**config.mk**
```make
export PLATFORM = sky130hd
export DESIGN_NAME = ps2_key_scheduler
export DESIGN_NICKNAME = d
export VERILOG_FILES = /design/src/rtl/ps2_pkg.sv /design/src/rtl/ps2_frame_rx.sv /design/src/rtl/ps2_key_scheduler.sv
export SDC_FILE = /design/constraint.sdc
export NUM_CORES = 1
export LEC_CHECK = 0
export ABC_AREA = 1
export CAP_MARGIN = 40
export CORE_MARGIN = 1.5
export CORE_UTILIZATION = 50
export CTS_CLUSTER_DIAMETER = 100
export DETAILED_ROUTE_END_ITERATION = 8
export GPL_TIMING_DRIVEN = 0
export HOLD_SLACK_MARGIN = 0.15
export PLACE_DENSITY = 0.7
export SLEW_MARGIN = 10
export SYNTH_ARGS = -nofsm -noshare
export SYNTH_HDL_FRONTEND = slang
export SYNTH_SLANG_ARGS = --single-unit
```
**constraint.sdc**
```tcl
create_clock -name CLK -period 1.8 [get_ports CLK]
set_clock_uncertainty 0.05 [all_clocks]
set_input_delay 0.36 -clock CLK [delete_from_list [all_inputs] [get_ports CLK]]
set_output_delay 0.36 -clock CLK [all_outputs]
set_load 0.01 [all_outputs]
```
**src/rtl/ps2_pkg.sv**
```systemverilog
// Shared definitions for the PS/2 ball-control front end:
// command opcodes, scan codes, frame receiver states and the key lookup.
package ps2_pkg;

    localparam logic [2:0] OP_YINC   = 3'd0;
    localparam logic [2:0] OP_YDEC   = 3'd1;
    localparam logic [2:0] OP_XDEC   = 3'd2;
    localparam logic [2:0] OP_XINC   = 3'd3;
    localparam logic [2:0] OP_SEL1   = 3'd4;
    localparam logic [2:0] OP_SEL2   = 3'd5;
    localparam logic [2:0] OP_SEL3   = 3'd6;
    localparam logic [2:0] OP_COMMIT = 3'd7;

    localparam logic [7:0] SC_E0    = 8'hE0;
    localparam logic [7:0] SC_F0    = 8'hF0;
    localparam logic [7:0] SC_UP    = 8'h75;
    localparam logic [7:0] SC_DOWN  = 8'h72;
    localparam logic [7:0] SC_LEFT  = 8'h6B;
    localparam logic [7:0] SC_RIGHT = 8'h74;
    localparam logic [7:0] SC_KEY1  = 8'h16;
    localparam logic [7:0] SC_KEY2  = 8'h1E;
    localparam logic [7:0] SC_KEY3  = 8'h26;
    localparam logic [7:0] SC_ENTER = 8'h5A;

    typedef enum logic [1:0] {
        ST_IDLE,
        ST_DATA,
        ST_PARITY,
        ST_STOP
    } frame_state_t;

    typedef struct packed {
        logic       hit;
        logic [2:0] op;
    } key_cmd_t;

    // Keypad and extended arrows share codes, so the E0 prefix never reaches this table.
    function automatic key_cmd_t lookup_key(input logic [7:0] code);
        key_cmd_t r;
        r.hit = 1'b1;
        r.op  = OP_YINC;
        case (code)
            SC_UP:    r.op = OP_YINC;
            SC_DOWN:  r.op = OP_YDEC;
            SC_LEFT:  r.op = OP_XDEC;
            SC_RIGHT: r.op = OP_XINC;
            SC_KEY1:  r.op = OP_SEL1;
            SC_KEY2:  r.op = OP_SEL2;
            SC_KEY3:  r.op = OP_SEL3;
            SC_ENTER: r.op = OP_COMMIT;
            default:  r.hit = 1'b0;
        endcase
        return r;
    endfunction

endpackage

```
**src/rtl/ps2_frame_rx.sv**
```systemverilog
// PS/2 device-to-host frame receiver: pin synchronisers, falling-edge detect,
// start/data/parity/stop framing and a mid-frame stall timeout.
module ps2_frame_rx
    import ps2_pkg::*;
#(
    parameter int TIMEOUT_CYC = 50000
) (
    input  logic       CLK,
    input  logic       reset,
    input  logic       PS2_CLK,
    input  logic       PS2_DATA,
    output logic [7:0] rx_byte,
    output logic       byte_stb,
    output logic       frame_err
);

    localparam int TW = $clog2(TIMEOUT_CYC);
    localparam logic [TW-1:0] TMO_LAST = TW'(TIMEOUT_CYC - 1);

    logic [1:0]   clk_sync;
    logic [1:0]   data_sync;
    logic         clk_prev;
    logic         fall;
    logic         bit_in;

    frame_state_t state;
    frame_state_t state_nxt;
    logic [7:0]   shift;
    logic [2:0]   bit_cnt;
    logic         ones_odd;
    logic [TW-1:0] tmo_cnt;
    logic         timeout_hit;
    logic         stb_nxt;
    logic         err_nxt;

    // Idle-high reset values keep reset release from looking like a clock edge.
    always_ff @(posedge CLK or negedge reset) begin
        if (!reset) begin
            clk_sync  <= 2'b11;
            data_sync <= 2'b11;
            clk_prev  <= 1'b1;
        end else begin
            // NOTE: non-blocking here so every flop samples the previous cycle's value;
            // blocking would collapse the two-stage synchroniser into one.
            clk_sync  <= {clk_sync[0], PS2_CLK};
            data_sync <= {data_sync[0], PS2_DATA};
            clk_prev  <= clk_sync[1];
        end
    end

    assign fall        = clk_prev & ~clk_sync[1];
    assign bit_in      = data_sync[1];
    assign timeout_hit = (state != ST_IDLE) && !fall && (tmo_cnt == TMO_LAST);

    always_ff @(posedge CLK or negedge reset) begin
        if (!reset) state <= ST_IDLE;
        else        state <= state_nxt;
    end

    always_comb begin
        // NOTE: defaulting every always_comb output first keeps paths without an
        // assignment from inferring a latch.
        state_nxt = state;
        case (state)
            ST_IDLE:   if (fall && !bit_in)            state_nxt = ST_DATA;
            ST_DATA:   if (fall && bit_cnt == 3'd7)    state_nxt = ST_PARITY;
            ST_PARITY: if (fall)                       state_nxt = ST_STOP;
            ST_STOP:   if (fall)                       state_nxt = ST_IDLE;
            default:                                   state_nxt = ST_IDLE;
        endcase
        if (timeout_hit) state_nxt = ST_IDLE;
    end

    always_comb begin
        stb_nxt = 1'b0;
        err_nxt = 1'b0;
        case (state)
            ST_IDLE: err_nxt = fall && bit_in;
            ST_STOP: begin
                if (fall) begin
                    stb_nxt = bit_in && ones_odd;
                    err_nxt = !(bit_in && ones_odd);
                end
            end
            default: ;
        endcase
        if (timeout_hit) err_nxt = 1'b1;
    end

    always_ff @(posedge CLK or negedge reset) begin
        if (!reset) begin
            shift     <= '0;
            bit_cnt   <= '0;
            ones_odd  <= 1'b0;
            tmo_cnt   <= '0;
            byte_stb  <= 1'b0;
            frame_err <= 1'b0;
        end else begin
            byte_stb  <= stb_nxt;
            frame_err <= err_nxt;

            if (fall || timeout_hit)  tmo_cnt <= '0;
            else if (state != ST_IDLE) tmo_cnt <= tmo_cnt + 1'b1;

            if (fall) begin
                case (state)
                    ST_IDLE: begin
                        bit_cnt  <= '0;
                        ones_odd <= 1'b0;
                    end
                    ST_DATA: begin
                        shift    <= {bit_in, shift[7:1]};
                        bit_cnt  <= bit_cnt + 1'b1;
                        ones_odd <= ones_odd ^ bit_in;
                    end
                    ST_PARITY: ones_odd <= ones_odd ^ bit_in;
                    default: ;
                endcase
            end
        end
    end

    // Shift register holds the byte untouched until the next frame's first data bit.
    assign rx_byte = shift;

endmodule

```
**src/rtl/ps2_key_scheduler.sv**
```systemverilog
// PS/2 keyboard to ball-control command scheduler: frame receiver, break-code
// decoder and a small circular command queue with a valid/ready output.
module ps2_key_scheduler
    import ps2_pkg::*;
#(
    parameter int TIMEOUT_CYC = 50000,
    parameter int FIFO_DEPTH  = 4
) (
    input  logic                         CLK,
    input  logic                         reset,
    input  logic                         PS2_CLK,
    input  logic                         PS2_DATA,
    output logic                         cmd_valid,
    input  logic                         cmd_ready,
    output logic [2:0]                   cmd_op,
    output logic [$clog2(FIFO_DEPTH):0]  fifo_count,
    output logic                         frame_err,
    output logic                         overflow
);

    localparam int AW = $clog2(FIFO_DEPTH);
    localparam logic [AW:0] FULL_CNT = (AW + 1)'(FIFO_DEPTH);

    logic [7:0]  rx_byte;
    logic        byte_stb;
    key_cmd_t    key;
    logic        brk;
    logic        push_vld;
    logic [2:0]  push_op;

    logic [2:0]    mem [FIFO_DEPTH];
    logic [AW-1:0] wr_ptr;
    logic [AW-1:0] rd_ptr;
    logic [AW:0]   count;
    logic          full;
    logic          pop;
    logic          push_ok;

    ps2_frame_rx #(
        .TIMEOUT_CYC (TIMEOUT_CYC)
    ) u_rx (
        .CLK       (CLK),
        .reset     (reset),
        .PS2_CLK   (PS2_CLK),
        .PS2_DATA  (PS2_DATA),
        .rx_byte   (rx_byte),
        .byte_stb  (byte_stb),
        .frame_err (frame_err)
    );

    assign key = lookup_key(rx_byte);

    // E0 only marks extended keys, which map exactly like their keypad twins, so it
    // needs no state of its own: it is consumed and leaves the break flag alone.
    always_ff @(posedge CLK or negedge reset) begin
        if (!reset) begin
            brk      <= 1'b0;
            push_vld <= 1'b0;
            push_op  <= OP_YINC;
        end else begin
            push_vld <= 1'b0;
            if (byte_stb) begin
                if (rx_byte == SC_F0) begin
                    brk <= 1'b1;
                end else if (rx_byte != SC_E0) begin
                    push_vld <= brk && key.hit;
                    push_op  <= key.op;
                    brk      <= 1'b0;
                end
            end
        end
    end

    assign cmd_valid  = (count != '0);
    assign full       = (count == FULL_CNT);
    assign pop        = cmd_valid && cmd_ready;
    assign push_ok    = push_vld && (!full || pop);
    assign cmd_op     = cmd_valid ? mem[rd_ptr] : OP_YINC;
    assign fifo_count = count;

    always_ff @(posedge CLK or negedge reset) begin
        if (!reset) begin
            // NOTE: the queue storage is cleared too, so nothing stale can ever be
            // presented on cmd_op after reset.
            for (int i = 0; i < FIFO_DEPTH; i++) mem[i] <= '0;
            wr_ptr   <= '0;
            rd_ptr   <= '0;
            count    <= '0;
            overflow <= 1'b0;
        end else begin
            overflow <= push_vld && full && !pop;
            if (push_ok) begin
                mem[wr_ptr] <= push_op;
                wr_ptr      <= wr_ptr + 1'b1;
            end
            if (pop) rd_ptr <= rd_ptr + 1'b1;
            case ({push_ok, pop})
                2'b10:   count <= count + 1'b1;
                2'b01:   count <= count - 1'b1;
                default: count <= count;
            endcase
        end
    end

endmodule
```
After elaboration in Yosys (flattened, before gate mapping)
Cells that the tools add are included.

$lt $le $gt $ge: 3. Bitwise gates (word level): 6. Equality and inequality tests: 22. Mux-type cells: 30. Shifts and indexed selects: 0. Add/sub/neg operators: 6. Div/mod/pow operators: 0. Multiply operators: 0. Reductions and logical operators: 35.

Operators by type and width (count): == test 8 x 7 -> 1 bit, second input constant (5); 2-to-1 mux 16 bit (2); one-hot mux 3 bit (7 select lines) (1); adder 16 x 1 -> 16 bit, second input constant (1); == test 16 bit, second input constant (1); == test 8 x 5 -> 1 bit, second input constant (2); bitwise mux 12 bit (1); logical AND 1 bit (12); 2-to-1 mux 3 bit (4); inequality test 3 x 1 -> 1 bit, second input constant (4); one-hot mux 3 bit (2 select lines) (2); nonzero test 2 bit (6); 2-to-1 mux 1 bit (10); 2-to-1 mux 2 bit (5); == test 8 x 6 -> 1 bit, second input constant (1); == test 8 bit, second input constant (1); inequality test 8 bit, second input constant (1); one-hot mux 2 bit (4 select lines) (1); AND reduction 2 bit (4); OR reduction 8 bit (1); adder 3 x 1 -> 3 bit, second input constant (2); binary-select mux 3 bit (select 2 bit) (1); demux 3 bit (select 2 bit) (1); == test 2 bit, second input constant (3); other kinds (18) (30).

Memories: 0. RAM bits: 0. Output and inout bits: 9. Word-level logic and storage cells: 123. Register bits: 62. Bits in read-only memories: 0. Input bits: 5. Bits in latches: 0.

Longest topological paths before layout
Depth in word-level cells: 7. Depth in mapped cells: 11. Depth with buffers taken out: 10.

Cells and area by module
From an unflattened synthesis, not the netlist that was laid out.

Cell total of the unflattened synthesis: 405. Area, all modules: 3344.5 sq um.

Modules (own cells, without submodules): ps2_frame_rx (area each 1883.1 sq um, times used 1, cells an instance 214, seq. area each 932.1 sq um); ps2_key_scheduler (area each 1461.4 sq um, times used 1, cells an instance 191, seq. area each 625.6 sq um).

Worst setup path after synthesis
OpenSTA, ideal clock, no wires.

Path type: flip-flop to flip-flop. Start point: reg count[0], in the netlist fifo_count[0]. End point: reg count[2], in the netlist fifo_count[2]. Arrival: 1.756 ns. Clock period less this slack: 1.937 ns. Path buffers: 0. Slack: -0.137 ns. Cell stages (with the launch flop): 11. Required time: 1.619 ns. Setup time: 0.131 ns. Path through: dfrtp_1 > nor2_1 > nand2_1 > inv_1 > nor2_1 > ha_1 > inv_1 > fa_1 > a21oi_1 > o21ai_0 > xor2_1.

Cells in the longest elaborated chain, start to end: 6. Elaborated cells between the ends (all ways): 12. Those cells by class: 2 x add/sub; 3 x eq/ne; 1 x mux; 6 x reduce/logical.

Ends and longest elaborated chain: from (decl) (RTL line ps2_key_scheduler.sv:34) `logic [AW:0] count;`; from (signal assigned) (RTL line ps2_key_scheduler.sv:98) `2'b10: count <= count + 1'b1;`; from (signal assigned) (RTL line ps2_key_scheduler.sv:99) `2'b01: count <= count - 1'b1;`; from (signal assigned) (RTL line ps2_key_scheduler.sv:100) `default: count <= count;`; nonzero test 3 bit * (RTL line ps2_key_scheduler.sv:74) `assign cmd_valid = (count != '0);`; net cmd_valid (RTL line ps2_key_scheduler.sv:13) `output logic cmd_valid,`; logical AND 1 bit * (RTL line ps2_key_scheduler.sv:76) `assign pop = cmd_valid && cmd_ready;`; net pop (RTL line ps2_key_scheduler.sv:36) `logic pop;`; logical OR 1 bit (RTL line ps2_key_scheduler.sv:77) `assign push_ok = push_vld && (!full || pop);`; logical AND 1 bit (RTL line ps2_key_scheduler.sv:77); == test 2 x 1 -> 1 bit or == test 2 bit (tied branches) (RTL line ps2_key_scheduler.sv:97) `case ({push_ok, pop})`; one-hot mux 3 bit (2 select lines) or nonzero test 2 bit (tied branches).

The timed path passes the listed nets; every way through them passes the cells marked *. A chain may end at the register's enable or synchronous reset.

Worst setup path after layout
Start point: reg rd_ptr[0]. End point: out cmd_op[0].

Cells in the longest elaborated chain, start to end: 5.

Ends and longest elaborated chain: from (decl) (RTL line ps2_key_scheduler.sv:33) `logic [AW-1:0] rd_ptr;`; from (signal assigned) (RTL line ps2_key_scheduler.sv:96) `if (pop) rd_ptr <= rd_ptr + 1'b1;`; inverter 2 -> 3 bit (not written as such) (RTL line ps2_key_scheduler.sv:78) `assign cmd_op = cmd_valid ? mem[rd_ptr] : OP_YINC;`; binary-select mux 3 bit (select 2 bit) (RTL line ps2_key_scheduler.sv:78); 2-to-1 mux 3 bit (not written as such) (2 in a row) (RTL line ps2_key_scheduler.sv:78); 2-to-1 mux 3 bit (RTL line ps2_key_scheduler.sv:78); to (decl) (RTL line ps2_key_scheduler.sv:15) `output logic [2:0] cmd_op,`.

Every way passes these cells. The select of a mux whose other input is x is not followed.

==> flow_summary.toml <==
[layout]
fillers = 519
nets = 433
diodes = 0
final_common_cell = "nand2_1"
finalNonFillerCells = 494
design_area_um2 = 3780
layout.area.seq_um2 = 1560
final_cell_mix = "nand2_1 (68), dfrtp_1 (56), nor2_1 (50)"
layout-drive-gt1-share_pct = 21.2
multi_input_area_um2 = 1450
area_growth_pct = 18.8

[route]
drt_wl_total_um = 6120
viasPerCell = 5.16
drtPass1Iterations = 4
vias = 2549
wl_per_cell_um = 12.4
remaining_drc_errors = 0
ant_nets = 0
drtIter0Drc = 123

[timing]
clock.fmax_ghz = 0.548
fin_crit_ps = 1820
setup_viol = 3
finalHoldViolations = 0
worstMarginPinSlew_ps = 760
min_period_over_period_pct = 101
slew_violations = 0
max_slew_margin_pct = 49.3
worst_slack_ps = -23.2
rsz0062_at_grt = "true"

[logic_synthesis]
synth-edff-count = 0
synth_area_leaders = "dfrtp_1 (45%), nand2_1 (8.1%), inv_1 (6.1%)"
yosysTopAreaCell = "dfrtp_1"
yosysSeqAreaShare_pct = 48.9
synth_top_area_share_pct = 44.8
ys_warn_count = 0
ys_types = 37
yosys_most_used_dff = "dfrtp_1"
syn_avg_cell_area_um2 = 8.49
syn-num-nets = 394
syn_inst = 375
syn_area_um2 = 3180
async_flop_share_pct = 100
ys_seq_elements = 62

[die]
die_height_um = 82.8
start_util_pct = 52.8
ios = 14
die_area_um2 = 6860
row_count = 28
core_um2 = 6030
die_x_um = 82.8

[global_route]
grt.total_usage_pct = 19.0
grt_pass1_wl_um = 10400
grt_pass1_vias = 2429
grt_overflow_total = 0
antenna_found_initial = 0
grt_max_degree = 63

[pwr]
vdd_drop_max_mv = 0.932
powerDensity_nw_per_um2 = 1300
leakage_nw = 1.86

[cts]
cts.htree.levels = 3
numCtsBuffers = 9
clk_pin_slew_ps = 70
cts_tree = "built"
cts_max_path_buffers = 2
cts.sinks = 62
cts-root-buf = "clkbuf_8"
insertion_delay_ps = 350

[hold_path]
hold_path_end = "u_rx.data_sync[1]$_DFF_PN1_"
hp-start = "u_rx.data_sync[0]$_DFF_PN1_"
min_path_type = "register to register"
hold_depth = 0

[critical_path]
critPathMaxStageDelay_ps = 440
r2r-start = "fifo_count[1]$_DFFE_PN0P_"
r2r_slack_ps = -20
start_kind = "register"
required_ps = 1390
crit_path_max_fanout = 5
r2r-end = "fifo_count[2]$_DFFE_PN0P_"
crit_slowest_cell = "dfrtp_2"
end_kind = "output port"
arrival_ps = 1410
critPathKind = "register to output port"
startpoint = "rd_ptr[0]$_DFFE_PN0P_"
path_cells = "buf_6 -> a21oi_2 -> o21ai_1 -> a21oi_1 -> buf_2"
reg2regPathDepth = 10

[placement]
port_buffers = 13
dp.cells = 463
hpwl_um = 4130
globalplace.congestion = 0.828
postPlaceCellArea_um2 = 3410

[status]
outcome = "complete, but fails checks"
violations = "setup timing"

[run]
drv_cap = 0
==> critical path: cells and delay by family, from the launching register on <==
family / cells / cell delay [ps]
DFF: 1 / 440
AOI/OAI and AO/OA: 3 / 330
buffers and inverters: 2 / 290
==> layer usage <==
layer  GRT usage, %  wire, um  part of all wire (%)
met4           9.39       160                   2.6
met5              0         0                     0
met1           23.7      2840                    46
met2           30.4      2880                    47
met3           5.47       244                   4.0
==> sequential cells by signal, summed over array words and instances (netlist names), 2 cells and up <==
name and flops:
fifo_count 3, mem 12, push_op 3, rd_ptr 2, u_rx.bit_cnt 3, u_rx.clk_sync 2, u_rx.data_sync 2, u_rx.rx_byte 8
u_rx.state 2, u_rx.tmo_cnt 16, wr_ptr 2
==> cells by family after synthesis <==
group           after synthesis  synth area share [%]
buf+inv                      58                  7.23
mux                           6                  2.12
xor+xnor                      5                  1.38
fa+ha+maj                    14                  5.74
compound gates               59                  10.2
simple gates                171                  24.4
flops                        62                  48.9
==> Yosys cell counts (2+ instances only) <==
cell	instances
nand2_2	4
inv_2	2
and3_1	2
o21ai_2	4
mux2_2	6
dfstp_2	5
buf_2	2
inv_1	52
nand3_2	2
nor2_2	4
nand3_1	18
nand4_1	7
ha_1	13
xor2_1	4
nand2_1	69
a21oi_1	22
o21ai_0	27
nor3_1	6
nor2_1	52
dfrtp_1	57
==> worst max-delay path by stage <==
stage / to / depth (start not counted)
after floorplan: fifo_count[2]$_DFFE_PN0P_ / 10
after global placement: u_rx.tmo_cnt[5]$_DFFE_PN0P_ / 1
after detailed placement: fifo_count[2]$_DFFE_PN0P_ / 10
after CTS: fifo_count[2]$_DFFE_PN0P_ / 9
after global routing: fifo_count[2]$_DFFE_PN0P_ / 10
final: cmd_op[0] / 5
==> timing repair <==
item                       in CTS  in global routing
hold endpoints to repair       57                  0
setup endpoints to repair       6                 18
resized for setup              29                  7
hold buffers                    1                  0
pin swaps                       7                  9
buffers inserted                6                  8
==> report_power, final <==
group | total (mW) | leakage, nW | switching, mW | internal [mW]
Sequential | 1.88 | 0.777 | 0.233 | 1.65
Combinational | 1.79 | 0.977 | 0.998 | 0.787
Clock | 1.26 | 0.106 | 0.550 | 0.708
Total | 4.93 | 1.86 | 1.78 | 3.14
==> through the flow <==
stage	setup slack (ps)	utilization (%)	TNS (ps)	total power [mW]	hold WS (ps)
finish	-23.2	62.8	-58.1	4.93	306
CTS	-33.9	61.3	-68.2	4.79	307
detailed placement	-488	56.6	-2080	3.43	297
global placement	-1650	56.6	-100370	3.37	296
global route	-122	62.8	-447	5.26	308
floorplan	-53.0	-	-58.3	2.92	14.4
==> layout make-up <==
class	count	share of cell area, %
plain buffers	3	0.562
clock buffers	12	4.10
clock inverters	4	1.19
inverters	55	5.59
multi-input cells	255	38.4
flip-flops and latches	62	41.2
well taps	75	2.48
repair buffers	28	6.48
Power figures use the tool's default switching activity.
